`src/rtl/axi4_lite_slave_write.sv`:
```
// AXI4-Lite slave write path: one-entry AW/W buffers, byte-strobed register write, B response.
// Define AXI_SLV_ADDR_CHECK_EN to answer out-of-range addresses with SLVERR and suppress the write.
module axi4_lite_slave_write #(
  parameter  int DATA_WIDTH = 32,
  parameter  int ADDR_WIDTH = 8,
  parameter  int NUM_REGS   = 16,
  localparam int IDX_W      = $clog2(NUM_REGS),
  localparam int STRB_W     = DATA_WIDTH / 8
) (
  input  logic                  ACLK,
  input  logic                  ARESET,
  input  logic [ADDR_WIDTH-1:0] AWADDR,
  input  logic [2:0]            AWPROT,
  input  logic                  AWVALID,
  output logic                  AWREADY,
  input  logic [DATA_WIDTH-1:0] WDATA,
  input  logic [STRB_W-1:0]     WSTRB,
  input  logic                  WVALID,
  output logic                  WREADY,
  output logic [1:0]            BRESP,
  output logic                  BVALID,
  input  logic                  BREADY,
  output logic                  reg_wr_en,
  output logic [IDX_W-1:0]      reg_idx,
  output logic [DATA_WIDTH-1:0] reg_wdata,
  output logic [STRB_W-1:0]     reg_wstrb
);

  typedef enum logic [1:0] {
    S_IDLE,
    S_WRITE,
    S_RESP
  } state_t;

  state_t state;
  state_t state_nxt;

  logic                  aw_full;
  logic                  w_full;
  logic                  aw_full_nxt;
  logic                  w_full_nxt;
  logic                  aw_rdy;
  logic                  w_rdy;
  logic                  aw_hs;
  logic                  w_hs;
  logic                  do_write;
  logic                  addr_err;
  logic [ADDR_WIDTH-1:0] awaddr_q;
  logic [DATA_WIDTH-1:0] wdata_q;
  logic [STRB_W-1:0]     wstrb_q;
  logic                  unused_ok;

  assign AWREADY = aw_rdy;
  assign WREADY  = w_rdy;
  assign aw_hs   = AWVALID && aw_rdy;
  assign w_hs    = WVALID && w_rdy;

  always_ff @(posedge ACLK or posedge ARESET) begin
    if (ARESET) state <= S_IDLE;
    else        state <= state_nxt;
  end

  always_comb begin
    state_nxt = state;
    unique case (state)
      S_IDLE:  if (aw_full && w_full) state_nxt = S_WRITE;
      S_WRITE: state_nxt = S_RESP;
      S_RESP:  if (BREADY) state_nxt = S_IDLE;
      default: state_nxt = S_IDLE;
    endcase
  end

  always_comb begin
    do_write = 1'b0;
    BVALID   = 1'b0;
    unique case (state)
      S_WRITE: do_write = 1'b1;
      S_RESP:  BVALID   = 1'b1;
      default: ;
    endcase
  end

  // READY mirrors the next-cycle empty flag so it stays registered
  always_comb begin
    aw_full_nxt = aw_full && !do_write;
    w_full_nxt  = w_full && !do_write;
    if (aw_hs) aw_full_nxt = 1'b1;
    if (w_hs)  w_full_nxt  = 1'b1;
  end

  always_ff @(posedge ACLK or posedge ARESET) begin
    if (ARESET) begin
      aw_full  <= 1'b0;
      w_full   <= 1'b0;
      aw_rdy   <= 1'b0;
      w_rdy    <= 1'b0;
      awaddr_q <= '0;
      wdata_q  <= '0;
      wstrb_q  <= '0;
    end else begin
      aw_full <= aw_full_nxt;
      w_full  <= w_full_nxt;
      aw_rdy  <= !aw_full_nxt;
      w_rdy   <= !w_full_nxt;
      if (aw_hs) awaddr_q <= AWADDR;
      if (w_hs) begin
        wdata_q <= WDATA;
        wstrb_q <= WSTRB;
      end
    end
  end

`ifdef AXI_SLV_ADDR_CHECK_EN
  assign addr_err =
    awaddr_q[ADDR_WIDTH-1:2] >= (ADDR_WIDTH-2)'(NUM_REGS);
`else
  assign addr_err = 1'b0;
`endif

  always_ff @(posedge ACLK or posedge ARESET) begin
    if (ARESET) begin
      reg_wr_en <= 1'b0;
      reg_idx   <= '0;
      reg_wdata <= '0;
      reg_wstrb <= '0;
      BRESP     <= 2'b00;
    end else begin
      reg_wr_en <= do_write && !addr_err;
      if (do_write) begin
        reg_idx   <= awaddr_q[IDX_W+1:2];
        reg_wdata <= wdata_q;
        reg_wstrb <= wstrb_q;
        BRESP     <= addr_err ? 2'b10 : 2'b00;
      end
    end
  end

  assign unused_ok = ^{AWPROT, awaddr_q};

endmodule
```
`config.mk`:
```
export PLATFORM = sky130hd
export DESIGN_NAME = axi4_lite_slave_write
export DESIGN_NICKNAME = d
export VERILOG_FILES = /design/src/rtl/axi4_lite_slave_write.sv
export SDC_FILE = /design/constraint.sdc
export NUM_CORES = 1
export LEC_CHECK = 0
export BUFFER_PORTS_ARGS = -buffer_cell sky130_fd_sc_hd__buf_2
export CAP_MARGIN = 20
export CELL_PAD_IN_SITES_DETAIL_PLACEMENT = 0
export CELL_PAD_IN_SITES_GLOBAL_PLACEMENT = 1
export CORE_AREA = 3 3 115 117
export CTS_BUF_LIST = sky130_fd_sc_hd__clkbuf_8
export DETAILED_ROUTE_END_ITERATION = 7
export DIE_AREA = 0 0 118 120
export PLACE_DENSITY = 0.64
export SLEW_MARGIN = 20
export SYNTH_ARGS = -nofsm -noshare
export SYNTH_HDL_FRONTEND = slang
export SYNTH_SLANG_ARGS = --single-unit
```
`constraint.sdc`:
```
create_clock -name ACLK -period 3.68 [get_ports ACLK]
set_clock_uncertainty 0.2 [all_clocks]
set_input_delay 0.552 -clock ACLK [delete_from_list [all_inputs] [get_ports ACLK]]
set_output_delay 0.552 -clock ACLK [all_outputs]
set_load 0.1 [all_outputs]
```
======== After elaboration in Yosys (flattened, before gate mapping) ========
Cells that the tools add are included.
word-level totals
  word-level logic and storage cells ...... 33
  output and inout port bits .............. 46
  input port bits ......................... 52
  register bits after elaboration ......... 89
cells by class
  eq/ne operators ......................... 4
  mux-type cells .......................... 7
  reduce and logical (&&, ||, !) cells .... 10
operators by type and width
  operator              number
  $pmux W2 S3           1
  $logic_and A1 B1 Y1   5
  $mux W1               4
  $mux W2               2
  $ne A2 B2 Y1 const B  2
  $logic_not A1 Y1      3
  $eq A2 B1 Y1 const B  1
  $eq A2 B2 Y1 const B  1
  $logic_not A2 Y1      1
  $reduce_and A2 Y1     1

======== Depth between registers and ports, before layout ========
Gate-level depths: netlist of run 1.
  depth in word-level cells ............... 6
  gate-level depth with buffers ........... 5
  depth with buffers taken out ............ 3

======== Worst setup path before layout of run 1 ========
OpenSTA, ideal clock, no wires.
  kind .................................... register -> register
  start point ............................. register w_rdy, in the netlist WREADY
  end point ............................... register wdata_q[0]
  library setup time ...................... 125 ps
  buffers on the path ..................... 2
  required time ........................... 3355 ps
  period minus slack after synthesis ...... 2013 ps
  arrival ................................. 1689 ps
  setup slack ............................. 1667 ps
  cell stages (with the launch flop) ...... 5
  path through ............................ dfrtp_1 > nand2_1 > buf_6 > buf_2 > mux2_2
on the way
  word-level cells in the longest chain between the ends .. 1
ends and longest elaborated chain
  item                    RTL line  RTL
  from (decl)             43        logic w_rdy;
  from (signal assigned)  104       w_rdy <= !w_full_nxt;
  $logic_and A1 B1 Y1     56        assign w_hs = WVALID && w_rdy;
  to (signal assigned)    98        wdata_q <= '0;
  to (signal assigned)    107       wdata_q <= WDATA;
  to (decl)               49        logic [DATA_WIDTH-1:0] wdata_q;
No other way between the ends.
A chain may end at the register's enable or synchronous reset.

======== Final worst setup path of run 1 ========
  start point ............................. register state[0]
  end point ............................... output port BVALID
on the way
  word-level cells in the longest chain between the ends .. 2
ends and longest elaborated chain
  item                    RTL line  RTL
  from (decl)             35        state_t state;
  from (signal assigned)  60        else state <= state_nxt;
  $eq A2 B2 Y1            76        unique case (state)
  $mux W1                 76
  to (decl)               21        output logic BVALID,
No other way between the ends.

==> results.sh, run 1 <==
export IMPL_place_gp_congestion=0.663
export IMPL_synth_seq_area_share_pct=63.7
export IMPL_worst_hold_path_class="input pin to asynchronous set/reset pin"
export IMPL_ys_ff_latch=87
export IMPL_die_h_um=120
export IMPL_critical_path_max_stage_delay_ns=0.42
export IMPL_grt_pass1_vias=1968
export IMPL_route_detailed_wl_per_inst_um=13.0
export IMPL_max_cap_violations=0
export IMPL_setup_tns_final_ns=0
export IMPL_cp_start_kind="register"
export IMPL_setup_viol=0
export IMPL_dieArea_sq_mm=0.0142
export IMPL_tightestPinTransition_ns=1.00
export IMPL_gr_usage_all_layers_pct=9.21
export IMPL_cp_data_required_time_ns=2.93
export IMPL_worst_endpoint_arrival_ns=1.50
export IMPL_post_cts_buffers=0
export IMPL_std_cell_rows=41
export IMPL_maxSlewHeadroom_pct=32.9
export IMPL_num_io_pins=98
export IMPL_fin_worst_hold_slack_ns=0.0733
export IMPL_hold_buffers=0
export IMPL_path_class="register to primary output"
export IMPL_synth_yosys_warnings=0
export IMPL_tritoncts="yes"
export IMPL_viasPerCell=3.98
export IMPL_cts_repair_resize_count=0
export IMPL_later_pin_clock_latency_in_the_skew_report_ns=0.36
export IMPL_first_iter_violations=56
export IMPL_count_of_final_max_slew_check_failures=0
export IMPL_timing_critical_path_to_type="primary output"
export IMPL_clkTransAtPathRegs_ns=0.08
export IMPL_fmax_mhz=443
export IMPL_syn_mean_instance_area_sq_um=17.6
export IMPL_path_max_fanout=3
export IMPL_drtPass1Iterations=2
export IMPL_min_tclk_post_route_ns=2.26
export IMPL_core_area_sq_mm=0.0125
export IMPL_maximum_number_of_pins_on_one_net_before_global_route_repair=48
export IMPL_portBuffers=88
export IMPL_critPathSlowestCell="sky130_fd_sc_hd__dfrtp_1"
export IMPL_remaining_drc_errors=0
export IMPL_layout_area_overhead_vs_synth_pct=22.1
export IMPL_rsz0062_at_grt="false"
export IMPL_number_of_diodes=0
export IMPL_cts_buffers_inserted=9
export IMPL_placement_cell_area_sq_mm=0.00398
export IMPL_clkSinkCount=87
export IMPL_global_route_wire_length_before_repair_mm=10.1
export IMPL_numPlacedInstances=445
export IMPL_timing_final_hold_violations=0
export IMPL_outcome="finished, final reports clean"
export IMPL_fin_nets=336
export IMPL_worstPathCellList="or2b_1, inv_1, buf_2"
export IMPL_antenna_found_initial=0
export IMPL_cts_root_buffer="sky130_fd_sc_hd__clkbuf_8"
export IMPL_ant_nets=0
export IMPL_rr_startpoint="WREADY$_DFF_PP0_"
export IMPL_detailedPlacementHpwl_mm=3.93
export IMPL_layoutNonFillerInstCount=461
export IMPL_die_width_um=118
export IMPL_synth_cell_types=15
export IMPL_cts_buffer_depth=2
export IMPL_crit_start="state[0]$_DFFE_PP0P_"
export IMPL_postRouteWirelength_mm=6.00
export IMPL_netlist_instances=194
export IMPL_gr_total_overflow=0
export IMPL_floorplan_initialDensity_pct=27.4
export IMPL_post_synthesis_cell_area_sq_mm=0.00342
export IMPL_timing_final_crit_share_pct=61.3
export IMPL_postLayoutCellArea_sq_mm=0.00418
export IMPL_cts_max_level=3
export IMPL_fraction_of_layout_cells_with_a_size_suffix_above_1_pct=64.0
export IMPL_total_vias_in_the_final_route=1833
cells in the mapped netlist (all sizes together):
library cell | number | share of area, %
nand2 | 2 | 0.22
dfrtp | 87 | 64
a21boi | 2 | 0.44
o21ai | 3 | 0.44
nand2b | 1 | 0.18
conb | 1 | 0.11
buf | 11 | 3.7
or2b | 1 | 0.22
inv | 5 | 0.55
mux2 | 80 | 30
nor4 | 1 | 0.18
cell families after synthesis:
family | share of synthesized area [%]
flip-flops | 63.7
multiplexers | 30.3
buffers and inverters | 4.24
AO/OA/AOI/OAI | 0.878
AND/OR/NAND/NOR | 0.805
other | 0.110
critical path: cells and delay by family (launching register included):
kind	cells	cell delay (ns)
simple gates	1	0.25
flops	1	0.42
buf+inv	2	0.47
cell type report:
| cell class | instances | area [sq um] |
|---|---|---|
| Tap cell | 172 | 215 |
| Clock buffer | 10 | 138 |
| Inverter | 5 | 20.0 |
| Fill cell | 1247 | 8290 |
| Sequential cell | 87 | 2180 |
| Timing Repair Buffer | 89 | 460 |
| Clock inverter | 6 | 53.8 |
| Multi-Input combinational cell | 92 | 1110 |
per-stage QoR:
step | utilization [%] | setup slack (ns)
floorplan | - | 0.678
global placement | 32.0 | 1.53
detailed placement | 32.0 | 1.51
CTS | 33.5 | 1.37
global route | 33.5 | 1.34
finish | 33.5 | 1.42
cells in the final DEF (no fill, tap or decap), drive strengths merged:
master,count
nand2,2
clkinvlp,1
clkbuf,10
nand2b,1
o21ai,3
buf,89
dfrtp,87
a21boi,2
bufinv,1
nor4,1
conb,2
inv,7
clkinv,2
mux2,80
or2b,1
registers in the layout, indices dropped and copies added (netlist names):
register,cells
WREADY,1
reg_wdata,32
wdata_q,32
aw_full,1
reg_idx,4
w_full,1
awaddr_q,4
reg_wr_en,1
state,2
wstrb_q,4
reg_wstrb,4
AWREADY,1
final timing paths:
kind	to	cells past startpoint	slack [ns]
worst min-delay path	reg_idx[0]$_DFFE_PP0N_	2	0.07
worst max-delay path	BVALID	3	1.42
max in group asynchronous	wdata_q[28]$_DFFE_PP0P_	3	2.50
worst max register to register	wdata_q[17]$_DFFE_PP0P_	2	1.77
worst min register to register	state[0]$_DFFE_PP0P_	1	0.25
min in group ACLK	state[1]$_DFFE_PP0P_	2	0.18
per-layer routing:
metal,GRT usage [%],share of wire [%]
met5,0,0
met4,5.71,2.6
met3,3.58,6.4
met2,13.3,45
met1,11.5,46
Power of run 1 is left out: the tool's default activity adds up to more than one toggle a clock period on the data nets, which glitch-free logic cannot reach.
==> run 2: changes to the inputs <==
--- a/config.mk
+++ b/config.mk
@@ -5,15 +5,16 @@
 export SDC_FILE = /design/constraint.sdc
 export NUM_CORES = 1
 export LEC_CHECK = 0
+export ABC_AREA = 1
 export BUFFER_PORTS_ARGS = -buffer_cell sky130_fd_sc_hd__buf_2
 export CAP_MARGIN = 20
 export CELL_PAD_IN_SITES_DETAIL_PLACEMENT = 0
 export CELL_PAD_IN_SITES_GLOBAL_PLACEMENT = 1
-export CORE_AREA = 3 3 115 117
+export CORE_AREA = 3 3 114 116
 export CTS_BUF_LIST = sky130_fd_sc_hd__clkbuf_8
 export DETAILED_ROUTE_END_ITERATION = 7
-export DIE_AREA = 0 0 118 120
-export PLACE_DENSITY = 0.64
+export DIE_AREA = 0 0 117 119
+export PLACE_DENSITY = 0.69
 export SLEW_MARGIN = 20
 export SYNTH_ARGS = -nofsm -noshare
 export SYNTH_HDL_FRONTEND = slang
==> constraint.sdc (replaced) <==
create_clock -name ACLK -period 2.1 [get_ports ACLK]
set_clock_uncertainty 0.2 [all_clocks]
set_input_delay 0.315 -clock ACLK [delete_from_list [all_inputs] [get_ports ACLK]]
set_output_delay 0.315 -clock ACLK [all_outputs]
set_load 0.1 [all_outputs]
==> run 2 against run 1 <==
Utilization up 3.8 points. Global-route usage up 3.1 points. Sequential share of layout area down 3.5 points. Setup slack worse by 1.3 ns. Die area down 1.7%. Worst hold slack better by 0.031 ns. Non-clock buffer count up 45. Cell count up 40%.
==> results.sh, run 2 <==
export IMPL_outcome="finished, final reports clean"
export IMPL_top_cell_type_by_total_area_after_synthesis="sky130_fd_sc_hd__dfrtp_1"
export IMPL_core_area_sq_mm=0.0120
export IMPL_fraction_of_layout_cells_with_a_size_suffix_above_1_pct=24.0
export IMPL_ant_nets=0
export IMPL_worst_hold_path_class="input pin to register"
export IMPL_cts_max_level=3
export IMPL_synth_edf_count=0
export IMPL_post_cts_buffers=0
export IMPL_setup_viol=0
export IMPL_hold_buffers=42
export IMPL_cts_buffer_depth=2
export IMPL_route_layer_met1_wl_mm=3.72
export IMPL_setup_tns_final_ns=0
export IMPL_tritoncts="yes"
export IMPL_synth_most_common_cell="sky130_fd_sc_hd__nand2_1"
export IMPL_routed_wl_met2_mm=3.75
export IMPL_gr_usage_all_layers_pct=12.3
export IMPL_die_h_um=119
export IMPL_synth_seq_area_share_pct=65.3
export IMPL_timing_final_hold_violations=0
export IMPL_tightestPinTransition_ns=0.544
export IMPL_final_cell_mix="sky130_fd_sc_hd__nand2_1, sky130_fd_sc_hd__buf_2, sky130_fd_sc_hd__dfrtp_1"
export IMPL_first_iter_violations=106
export IMPL_cell_types_with_the_largest_area_share_after_synthesis="sky130_fd_sc_hd__dfrtp_1, sky130_fd_sc_hd__nand2_1, sky130_fd_sc_hd__buf_6, sky130_fd_sc_hd__nand2_2, sky130_fd_sc_hd__buf_2"
export IMPL_cts_buffers_inserted=9
export IMPL_ys_ff_latch=87
export IMPL_synth_commonest_cells="sky130_fd_sc_hd__nand2_1, sky130_fd_sc_hd__dfrtp_1, sky130_fd_sc_hd__buf_6"
export IMPL_worst_endpoint_arrival_ns=1.46
export IMPL_critPathSlowestCell="sky130_fd_sc_hd__dfrtp_1"
export IMPL_detailedPlacementHpwl_mm=4.75
export IMPL_postRouteWirelength_mm=8.02
export IMPL_total_vias_in_the_final_route=2692
export IMPL_utilization_pct=37.3
export IMPL_drtPass1Iterations=4
export IMPL_top_layer="met4"
export IMPL_dieArea_sq_mm=0.0139
export IMPL_die_width_um=117
export IMPL_maxSlewHeadroom_pct=63.7
export IMPL_path_class="register to primary output"
export IMPL_max_cap_violations=0
export IMPL_synth_yosys_warnings=0
export IMPL_num_io_pins=98
export IMPL_floorplan_initialDensity_pct=27.8
export IMPL_route_detailed_wl_per_inst_um=12.4
export IMPL_min_tclk_post_route_ns=1.97
export IMPL_fin_worst_hold_slack_ns=0.104
export IMPL_syn_mean_instance_area_sq_um=9.14
export IMPL_grt_pass1_vias=2672
export IMPL_timing_critical_path_to_type="primary output"
export IMPL_timing_final_crit_share_pct=93.9
export IMPL_timing_final_ws_setup_ns=0.129
export IMPL_place_gp_congestion=0.712
export IMPL_layout_cells_most_common="sky130_fd_sc_hd__nand2_1"
export IMPL_layout_area_overhead_vs_synth_pct=34.3
export IMPL_post_synthesis_cell_area_sq_mm=0.00333
export IMPL_number_of_diodes=0
export IMPL_count_of_final_max_slew_check_failures=0
export IMPL_critical_path_max_stage_delay_ns=0.43
export IMPL_cts_repair_resize_count=0
export IMPL_wl_met3_um=410
export IMPL_cp_data_required_time_ns=1.58
export IMPL_reg2reg_setup_slack_ns=0.65
export IMPL_synth_cell_types=14
export IMPL_synth_top_cell_area_share_pct=65.3
export IMPL_std_cell_rows=40
export IMPL_fmax_mhz=507
export IMPL_portBuffers=88
export IMPL_worstPathCellList="inv_2, nand2_1, inv_1, buf_2"
export IMPL_dp_slack_ns=0.482
export IMPL_clkTransAtPathRegs_ns=0.08
export IMPL_rsz0062_at_grt="false"
export IMPL_cts_root_buffer="sky130_fd_sc_hd__clkbuf_8"
export IMPL_clkSinkCount=87
export IMPL_antenna_found_initial=0
export IMPL_path_max_fanout=3
export IMPL_netlist_instances=365
export IMPL_maximum_number_of_pins_on_one_net_before_global_route_repair=88
export IMPL_fin_nets=546
export IMPL_later_pin_clock_latency_in_the_skew_report_ns=0.36
export IMPL_postSynth_topFlopCell="sky130_fd_sc_hd__dfrtp_1"
export IMPL_gr_total_overflow=0
export IMPL_largest_registers="reg_wdata x32, wdata_q x32"
export IMPL_cp_start_kind="register"
export IMPL_remaining_drc_errors=0
export IMPL_global_route_wire_length_before_repair_mm=13.2
export IMPL_viasPerCell=4.17
export IMPL_postSynth_asyncResetShare_pct=100
[run 2: worst paths after layout]
| kind | end | cells past startpoint | start |
|---|---|---|---|
| setup / recovery | BVALID | 4 | state[0]$_DFFE_PP0P_ |
| hold / removal | aw_full$_DFF_PP0_ | 3 | AWVALID |
| setup reg to reg | state[1]$_DFFE_PP0P_ | 3 | state[1]$_DFFE_PP0P_ |
| hold reg to reg | reg_wdata[27]$_DFFE_PP0N_ | 2 | wdata_q[27]$_DFFE_PP0P_ |
| max in group asynchronous | reg_wdata[11]$_DFFE_PP0N_ | 4 | ARESET |
| min in group asynchronous | wdata_q[12]$_DFFE_PP0P_ | 4 | ARESET |
[run 2: routing by layer]
layer	up-vias	global-route usage, %
li1	1345	-
met1	1267	15.7
met2	66	19.3
met3	14	3.35
met4	0	5.59
met5	-	0
[run 2: logic make-up after synthesis]
group / synth area share, %
and+or+nand+nor: 29.3
DFF: 65.3
buffers and inverters: 4.88
AOI/OAI and AO/OA: 0.450
other: 0.112
[run 2: per-stage QoR]
step / instance area [sq um] / cells
floorplan: 3340 / 366
global placement: 3880 / 588
detailed placement: 3880 / 588
CTS: 4480 / 646
global route: 4480 / 646
finish: 4480 / 646
[run 2: cell type report]
cell class	count	area, sq um
tap	147	184
multi-input combinational	256	1000
timing repair buffer	134	916
sequential	87	2180
clock buffer	11	151
clock inverter	5	23.8
inverter	6	26.3
fill	1270	7530
[run 2: critical path, delay by kind of cell (launching register included)]
kind          cells  cell delay [ns]
buf+inv           3             0.60
simple gates      1             0.07
flops             1             0.43
Power of run 2 is left out for the same reason.
